File: src/rtl/rc4_key_search_scheduler_if.sv
// Core-array bus between the RC4 key search scheduler (master) and its
// decryption core + validator pairs (slave).
interface rc4_key_search_scheduler_if #(
  parameter int NUM_CORES = 4,
  parameter int KEY_WIDTH = 24
);
  logic [NUM_CORES-1:0]           core_start;
  logic [NUM_CORES*KEY_WIDTH-1:0] core_key;
  logic                           core_flush;
  logic [NUM_CORES-1:0]           core_done;
  logic [NUM_CORES-1:0]           core_valid;

  modport master (output core_start, core_key, core_flush, input core_done, core_valid);
  modport slave  (input core_start, core_key, core_flush, output core_done, core_valid);
endinterface

File: src/rtl/rc4_key_search_scheduler.sv
// Spreads candidate RC4 keys from [key_lo,key_hi] over NUM_CORES cores, stops on the first valid verdict.
// Optional KSS_CYCLE_COUNT_EN adds cycle_count, a saturating count of DISPATCH cycles.
//
// state       | meaning
// IDLE        | no search; after reset or abort
// DISPATCH    | launching keys and collecting verdicts
// FOUND       | a valid key was reported; found_key holds it
// NOT_FOUND   | range exhausted with every core idle
module rc4_key_search_scheduler #(
  parameter int NUM_CORES   = 4,
  parameter int KEY_WIDTH   = 24,
  parameter int SEARCH_BITS = 22
) (
  input  logic                       clk,
  input  logic                       reset_n,
  input  logic                       start,
  input  logic                       abort,
  input  logic [SEARCH_BITS-1:0]     key_lo,
  input  logic [SEARCH_BITS-1:0]     key_hi,
  rc4_key_search_scheduler_if.master cores,
  output logic                       busy,
  output logic                       found,
  output logic                       not_found,
  output logic [KEY_WIDTH-1:0]       found_key,
  output logic [SEARCH_BITS:0]       keys_tried
`ifdef KSS_CYCLE_COUNT_EN
  ,
  output logic [31:0]                cycle_count
`endif
);
  typedef enum logic [1:0] {S_IDLE, S_DISPATCH, S_FOUND, S_NOT_FOUND} state_t;
  state_t state_q, state_d;

  // One extra bit so that key_hi = all-ones terminates instead of wrapping.
  logic [SEARCH_BITS:0] next_key_q;
  logic [SEARCH_BITS:0] key_hi_q;
  logic [NUM_CORES-1:0] busy_q;
  logic [NUM_CORES-1:0] start_q;
  logic                 flush_q;
  logic [KEY_WIDTH-1:0] key_q [NUM_CORES];

  logic [NUM_CORES-1:0] live_done;
  logic [NUM_CORES-1:0] hit;
  logic [NUM_CORES-1:0] launch_oh;
  logic                 exhausted;
  logic                 launch;
  logic [KEY_WIDTH-1:0] win_key;
  logic [SEARCH_BITS:0] done_cnt;

  assign live_done = cores.core_done & busy_q;
  assign hit       = live_done & cores.core_valid;
  assign exhausted = next_key_q > key_hi_q;
  assign launch    = (state_q == S_DISPATCH) && !abort && (hit == '0) && !exhausted
                     && (launch_oh != '0);

  always_comb begin
    launch_oh = '0;
    win_key   = '0;
    done_cnt  = '0;
    for (int i = NUM_CORES - 1; i >= 0; i--) begin
      if (!busy_q[i]) begin
        launch_oh    = '0;
        launch_oh[i] = 1'b1;
      end
      if (hit[i]) win_key = key_q[i];
    end
    for (int i = 0; i < NUM_CORES; i++)
      done_cnt = done_cnt + (SEARCH_BITS + 1)'(live_done[i]);
  end

  always_ff @(posedge clk or negedge reset_n) begin
    if (!reset_n) state_q <= S_IDLE;
    else          state_q <= state_d;
  end

  always_comb begin
    state_d = state_q;
    if (abort) begin
      state_d = S_IDLE;
    end else begin
      case (state_q)
        S_DISPATCH: begin
          // A valid verdict wins over exhaustion in the same cycle.
          if (hit != '0)
            state_d = S_FOUND;
          else if (exhausted && ((busy_q & ~cores.core_done) == '0))
            state_d = S_NOT_FOUND;
        end
        default: if (start) state_d = S_DISPATCH;
      endcase
    end
  end

  always_comb begin
    busy      = (state_q == S_DISPATCH);
    found     = (state_q == S_FOUND);
    not_found = (state_q == S_NOT_FOUND);
  end

  always_ff @(posedge clk or negedge reset_n) begin
    if (!reset_n) begin
      next_key_q <= '0;
      key_hi_q   <= '0;
      busy_q     <= '0;
      start_q    <= '0;
      flush_q    <= 1'b0;
      found_key  <= '0;
      keys_tried <= '0;
      for (int i = 0; i < NUM_CORES; i++) key_q[i] <= '0;
`ifdef KSS_CYCLE_COUNT_EN
      cycle_count <= '0;
`endif
    end else begin
      start_q <= '0;
      flush_q <= 1'b0;
      if (abort) begin
        flush_q <= 1'b1;
        busy_q  <= '0;
      end else if (state_q != S_DISPATCH) begin
        if (start) begin
          next_key_q <= {1'b0, key_lo};
          key_hi_q   <= {1'b0, key_hi};
          keys_tried <= '0;
          found_key  <= '0;
          busy_q     <= '0;
`ifdef KSS_CYCLE_COUNT_EN
          cycle_count <= '0;
`endif
        end
      end else begin
        keys_tried <= keys_tried + done_cnt;
        if (hit != '0) begin
          found_key <= win_key;
          flush_q   <= 1'b1;
          busy_q    <= '0;
        end else begin
          busy_q <= (busy_q & ~cores.core_done) | (launch ? launch_oh : '0);
          if (launch) begin
            start_q    <= launch_oh;
            next_key_q <= next_key_q + (SEARCH_BITS + 1)'(1);
            for (int i = 0; i < NUM_CORES; i++)
              if (launch_oh[i]) key_q[i] <= KEY_WIDTH'(next_key_q[SEARCH_BITS-1:0]);
          end
        end
`ifdef KSS_CYCLE_COUNT_EN
        if (cycle_count != '1) cycle_count <= cycle_count + 32'd1;
`endif
      end
    end
  end

  assign cores.core_start = start_q;
  assign cores.core_flush = flush_q;

  for (genvar g = 0; g < NUM_CORES; g++) begin : g_key
    assign cores.core_key[g*KEY_WIDTH +: KEY_WIDTH] = key_q[g];
  end
endmodule
File: src/flat_wrapper.sv
// flat-port wrapper written by rule: the top's interface ports become plain ports
module rc4_key_search_scheduler_flat 
#(
  parameter int NUM_CORES   = 4,
  parameter int KEY_WIDTH   = 24,
  parameter int SEARCH_BITS = 22
)
  (clk, reset_n, start, abort, key_lo, key_hi, busy, found, not_found, found_key, keys_tried, cores_core_start, cores_core_key, cores_core_flush, cores_core_done, cores_core_valid);
  rc4_key_search_scheduler_if #(.NUM_CORES(NUM_CORES), .KEY_WIDTH(KEY_WIDTH)) cores_i ();
  input  logic clk;
  input  logic reset_n;
  input  logic start;
  input  logic abort;
  input  logic [SEARCH_BITS-1:0] key_lo;
  input  logic [SEARCH_BITS-1:0] key_hi;
  output logic busy;
  output logic found;
  output logic not_found;
  output logic [KEY_WIDTH-1:0] found_key;
  output logic [SEARCH_BITS:0] keys_tried;
  output wire logic [$bits(cores_i.core_start)-1:0] cores_core_start;
  output wire logic [$bits(cores_i.core_key)-1:0] cores_core_key;
  output wire logic [$bits(cores_i.core_flush)-1:0] cores_core_flush;
  input wire logic [$bits(cores_i.core_done)-1:0] cores_core_done;
  input wire logic [$bits(cores_i.core_valid)-1:0] cores_core_valid;
  assign cores_core_start = cores_i.core_start;
  assign cores_core_key = cores_i.core_key;
  assign cores_core_flush = cores_i.core_flush;
  assign cores_i.core_done = cores_core_done;
  assign cores_i.core_valid = cores_core_valid;
  rc4_key_search_scheduler #(.NUM_CORES(NUM_CORES), .KEY_WIDTH(KEY_WIDTH), .SEARCH_BITS(SEARCH_BITS)) u_core (.clk(clk), .reset_n(reset_n), .start(start), .abort(abort), .key_lo(key_lo), .key_hi(key_hi), .cores(cores_i), .busy(busy), .found(found), .not_found(not_found), .found_key(found_key), .keys_tried(keys_tried));
endmodule
File: config.mk
export PLATFORM = sky130hd
export DESIGN_NAME = rc4_key_search_scheduler_flat
export DESIGN_NICKNAME = d
export VERILOG_FILES = /design/src/rtl/rc4_key_search_scheduler_if.sv /design/src/rtl/rc4_key_search_scheduler.sv /design/src/flat_wrapper.sv
export SDC_FILE = /design/constraint.sdc
export NUM_CORES = 1
export LEC_CHECK = 0
export ABC_CLOCK_PERIOD_IN_PS = 8950
export CAP_MARGIN = 20
export CORE_ASPECT_RATIO = 1.4
export CORE_MARGIN = 4
export CORE_UTILIZATION = 51
export CTS_CLUSTER_DIAMETER = 50
export DETAILED_ROUTE_END_ITERATION = 10
export PLACE_DENSITY = 0.81
export SLEW_MARGIN = 20
export SYNTH_ARGS = -nofsm -noshare
export SYNTH_HDL_FRONTEND = slang
export SYNTH_SLANG_ARGS = --single-unit
File: constraint.sdc
create_clock -name clk -period 8.95 [get_ports clk]
set_input_delay 2.685 -clock clk [delete_from_list [all_inputs] [get_ports clk]]
set_output_delay 2.685 -clock clk [all_outputs]
set_load 0.1 [all_outputs]
==> reports/qor.json <==
{
  "gp_routability_congestion": 0.904,
  "num_vias": 7744,
  "synth_most_common_cell": "dfrtp_1",
  "status": "finished clean",
  "hold_viol": 0,
  "deepest_clock_path_buffer_count": 2,
  "power.ir.vdd_worst_v": 0.000306,
  "register_to_register_setup_slack_ns": 5.02,
  "crit_fanout": 33,
  "grt_start_max_net_pins": 110,
  "pre_cts_ws_ns": 2.16,
  "post-route-drc-count": 0,
  "layout-area-overhead-vs-synth_pct": 28.3,
  "setup_total_negative_slack_ns": 0,
  "worst_pin_slew_ns": 1.09,
  "firstDrtPassIters": 5,
  "clk_latency_ns": 0.44,
  "grt_pass1_wl_mm": 41.8,
  "dieArea_sq_um": 20500,
  "normalized_max_slew_margin_pct": 27.2,
  "antenna_found_initial": 0,
  "maxCapViolCount": 0,
  "syn-instance-count": 880,
  "port-buffer-count": 196,
  "chipHeight_microns": 168,
  "biggest_area_consumer_among_synthesized_cells": "dfrtp_1",
  "max_freq_mhz": 162,
  "finalWirelength_mm": 26.6,
  "postSynthRegisterBits": 189,
  "htree_levels": 4,
  "dominantRegCellSynth": "dfrtp_1",
  "critical_path.endpoint_type": "flip-flop",
  "critical_path.reg2reg.endpoint": "u_core.cores.core_key[83]",
  "design.portCount": 207,
  "timing.critical_path.from_type": "primary input",
  "crit_path_class": "in -> reg",
  "final_critical_path_setup_slack_ns": 2.78,
  "core_area_sq_um": 17900,
  "path_clk_slew_ns": 0.07,
  "yosysUniqueCellTypes": 59,
  "globalRoute.totalOverflow": 0,
  "drive_gt1_share_pct": 13.7,
  "synth_sequential_area_ratio_pct": 50.9,
  "cts.repair_timing.setup_buffer_count": 0,
  "clock_tree.root_cell": "clkbuf_16",
  "synth.yosys.warnings": 0,
  "unrepaired_setup_endpoints_after_global_routing": "no",
  "r2r.worst_path.cells": 8,
  "timing.final.crit_share_pct": 68.9,
  "ant_nets": 0,
  "timing.hold.worst.start": "u_core.found_key[20]",
  "core.rowCount": 58,
  "synthDominantCellAreaShare_pct": 50.9,
  "global_route.usage.total_pct": 26.3,
  "initial_core_utilization_pct": 51.8,
  "cts-buffers-inserted": 17,
  "dp_hpwl_mm": 18.3,
  "via_count_of_the_first_global_routing_pass": 7897,
  "timing.hold.worst_path_depth": 2,
  "detail_route.vias_per_cell": 5.95,
  "synth_top_cells_by_area": "dfrtp_1 (51%), mux2_2 (11%), nand2_1 (4.1%)",
  "post_cts_resized": 0,
  "cts.hold.buffers_added": 0,
  "cp.arrival_ns": 6.49,
  "power.leakage_nw": 5.15,
  "die-width_microns": 122,
  "avgSynthCellArea_sq_um": 10.6,
  "synth_edf_count": 0,
  "final_max_slew_viol_count": 0,
  "cts_tree": "built",
  "avgRoutedWirePerCell_microns": 20.4,
  "synth_area_sq_um": 9290,
  "drt_first_iter_violations": 518,
  "nNetsFinal": 1136,
  "timing.critical_path.required_ns": 9.27,
  "clkSinkCount": 189,
  "synth.top_cells.by_count": "dfrtp_1 (189), nand2_1 (101), mux2_2 (88), o21ai_0 (59), nor2_1 (50)",
  "r2r-start": "u_core.next_key_q[8]",
  "power_density_nw_per_um2": 358,
  "setup_violations": 0,
  "timing.clock.skew_ns": 0.00986,
  "async_flop_share_pct": 100,
  "timing.hold.worst_endpoint": "u_core.found_key[20]",
  "antenna_cells": 0,
  "period_minus_slack_ns": 6.17,
  "worstHoldPathType": "reg -> reg"
}
[worst max-delay path, stage by stage]
cell and delay [ns]:
clkdlybuf4s50_1 0.51, and3_1 0.54, or4_4 0.70, a211oi_4 0.20
a41oi_4 0.51, nor3_4 0.71, buf_8 0.25, mux2_2 0.35
[cell usage in the layout (no fill, tap or decap), types with 15 or more instances in the layout]
cell type,n
clkdlybuf4s50_1,195
nand3_1,19
nor2_1,49
mux2i_1,15
a221oi_1,22
ha_1,28
o21ai_0,59
dfrtp_1,189
nor3_1,31
clkbuf_16,17
inv_1,33
a21oi_1,39
mux2_2,88
nand2_1,101
[registers in the layout, indices dropped and copies added, names as in the netlist]
name and count:
u_core.state_q 2, u_core.cores.core_start 4, u_core.cores.core_flush 1, u_core.found_key 22
u_core.keys_tried 23, u_core.key_hi_q 22, u_core.busy_q 4, u_core.cores.core_key 88
u_core.next_key_q 23
[routing by layer]
layer / track usage [%] / vias up / wire length [microns]
li1: - / 3464 / -
met3: 5.54 / 82 / 1790
met1: 31.8 / 3855 / 10000
met5: 0 / - / 0
met4: 13.2 / 0 / 1210
met2: 44.1 / 343 / 13500
[power breakdown]
group | internal [mW] | switching, mW | leakage, nW
Combinational | 0.598 | 1.58 | 2.41
Sequential | 1.09 | 0.296 | 2.48
Clock | 0.364 | 0.334 | 0.258
Total | 2.05 | 2.21 | 5.15
[stage by stage]
step / utilization, % / instance area, sq um / total power [mW] / hold slack [ns] / cells
floorplan: - / 9330 / 2.94 / 0.452 / 889
global placement: 63.4 / 11400 / 3.51 / 0.465 / 1270
detailed placement: 63.4 / 11400 / 3.55 / 0.474 / 1270
CTS: 66.4 / 11900 / 4.27 / 0.489 / 1300
global route: 66.5 / 11900 / 4.44 / 0.494 / 1301
finish: 66.5 / 11900 / 4.26 / 0.483 / 1301
[layout make-up]
type                       count  area (sq um)
clock buffer                  19           443
fill                        1403          6000
sequential                   189          4730
inverter                      33           124
clock inverter                11          88.8
multi-input combinational    603          4180
timing repair buffer         206          2050
tap                          240           300
[how the worst max path moves through the flow]
stage,endpoint,startpoint,cells after the start
2_1_floorplan,u_core.keys_tried[20],cores_core_done[1],13
3_3_place_gp,u_core.cores.core_key[82],cores_core_done[1],7
3_5_place_dp,u_core.cores.core_key[83],cores_core_done[1],7
4_1_cts,u_core.cores.core_key[83],cores_core_done[1],7
5_1_grt,u_core.cores.core_key[83],cores_core_done[1],8
6_report,u_core.cores.core_key[83],cores_core_done[1],8
[cell families after synthesis]
family / count (synthesis) / synth area share [%]
flip-flops: 189 / 50.9
AO/OA/AOI/OAI: 175 / 12.8
other: 1 / 0.0404
AND/OR/NAND/NOR: 284 / 15.1
XOR/XNOR: 1 / 0.0943
multiplexers: 103 / 12.3
adder cells (fa/ha/maj): 30 / 4.20
buffers and inverters: 97 / 4.66
Power figures use the tool's default switching activity.
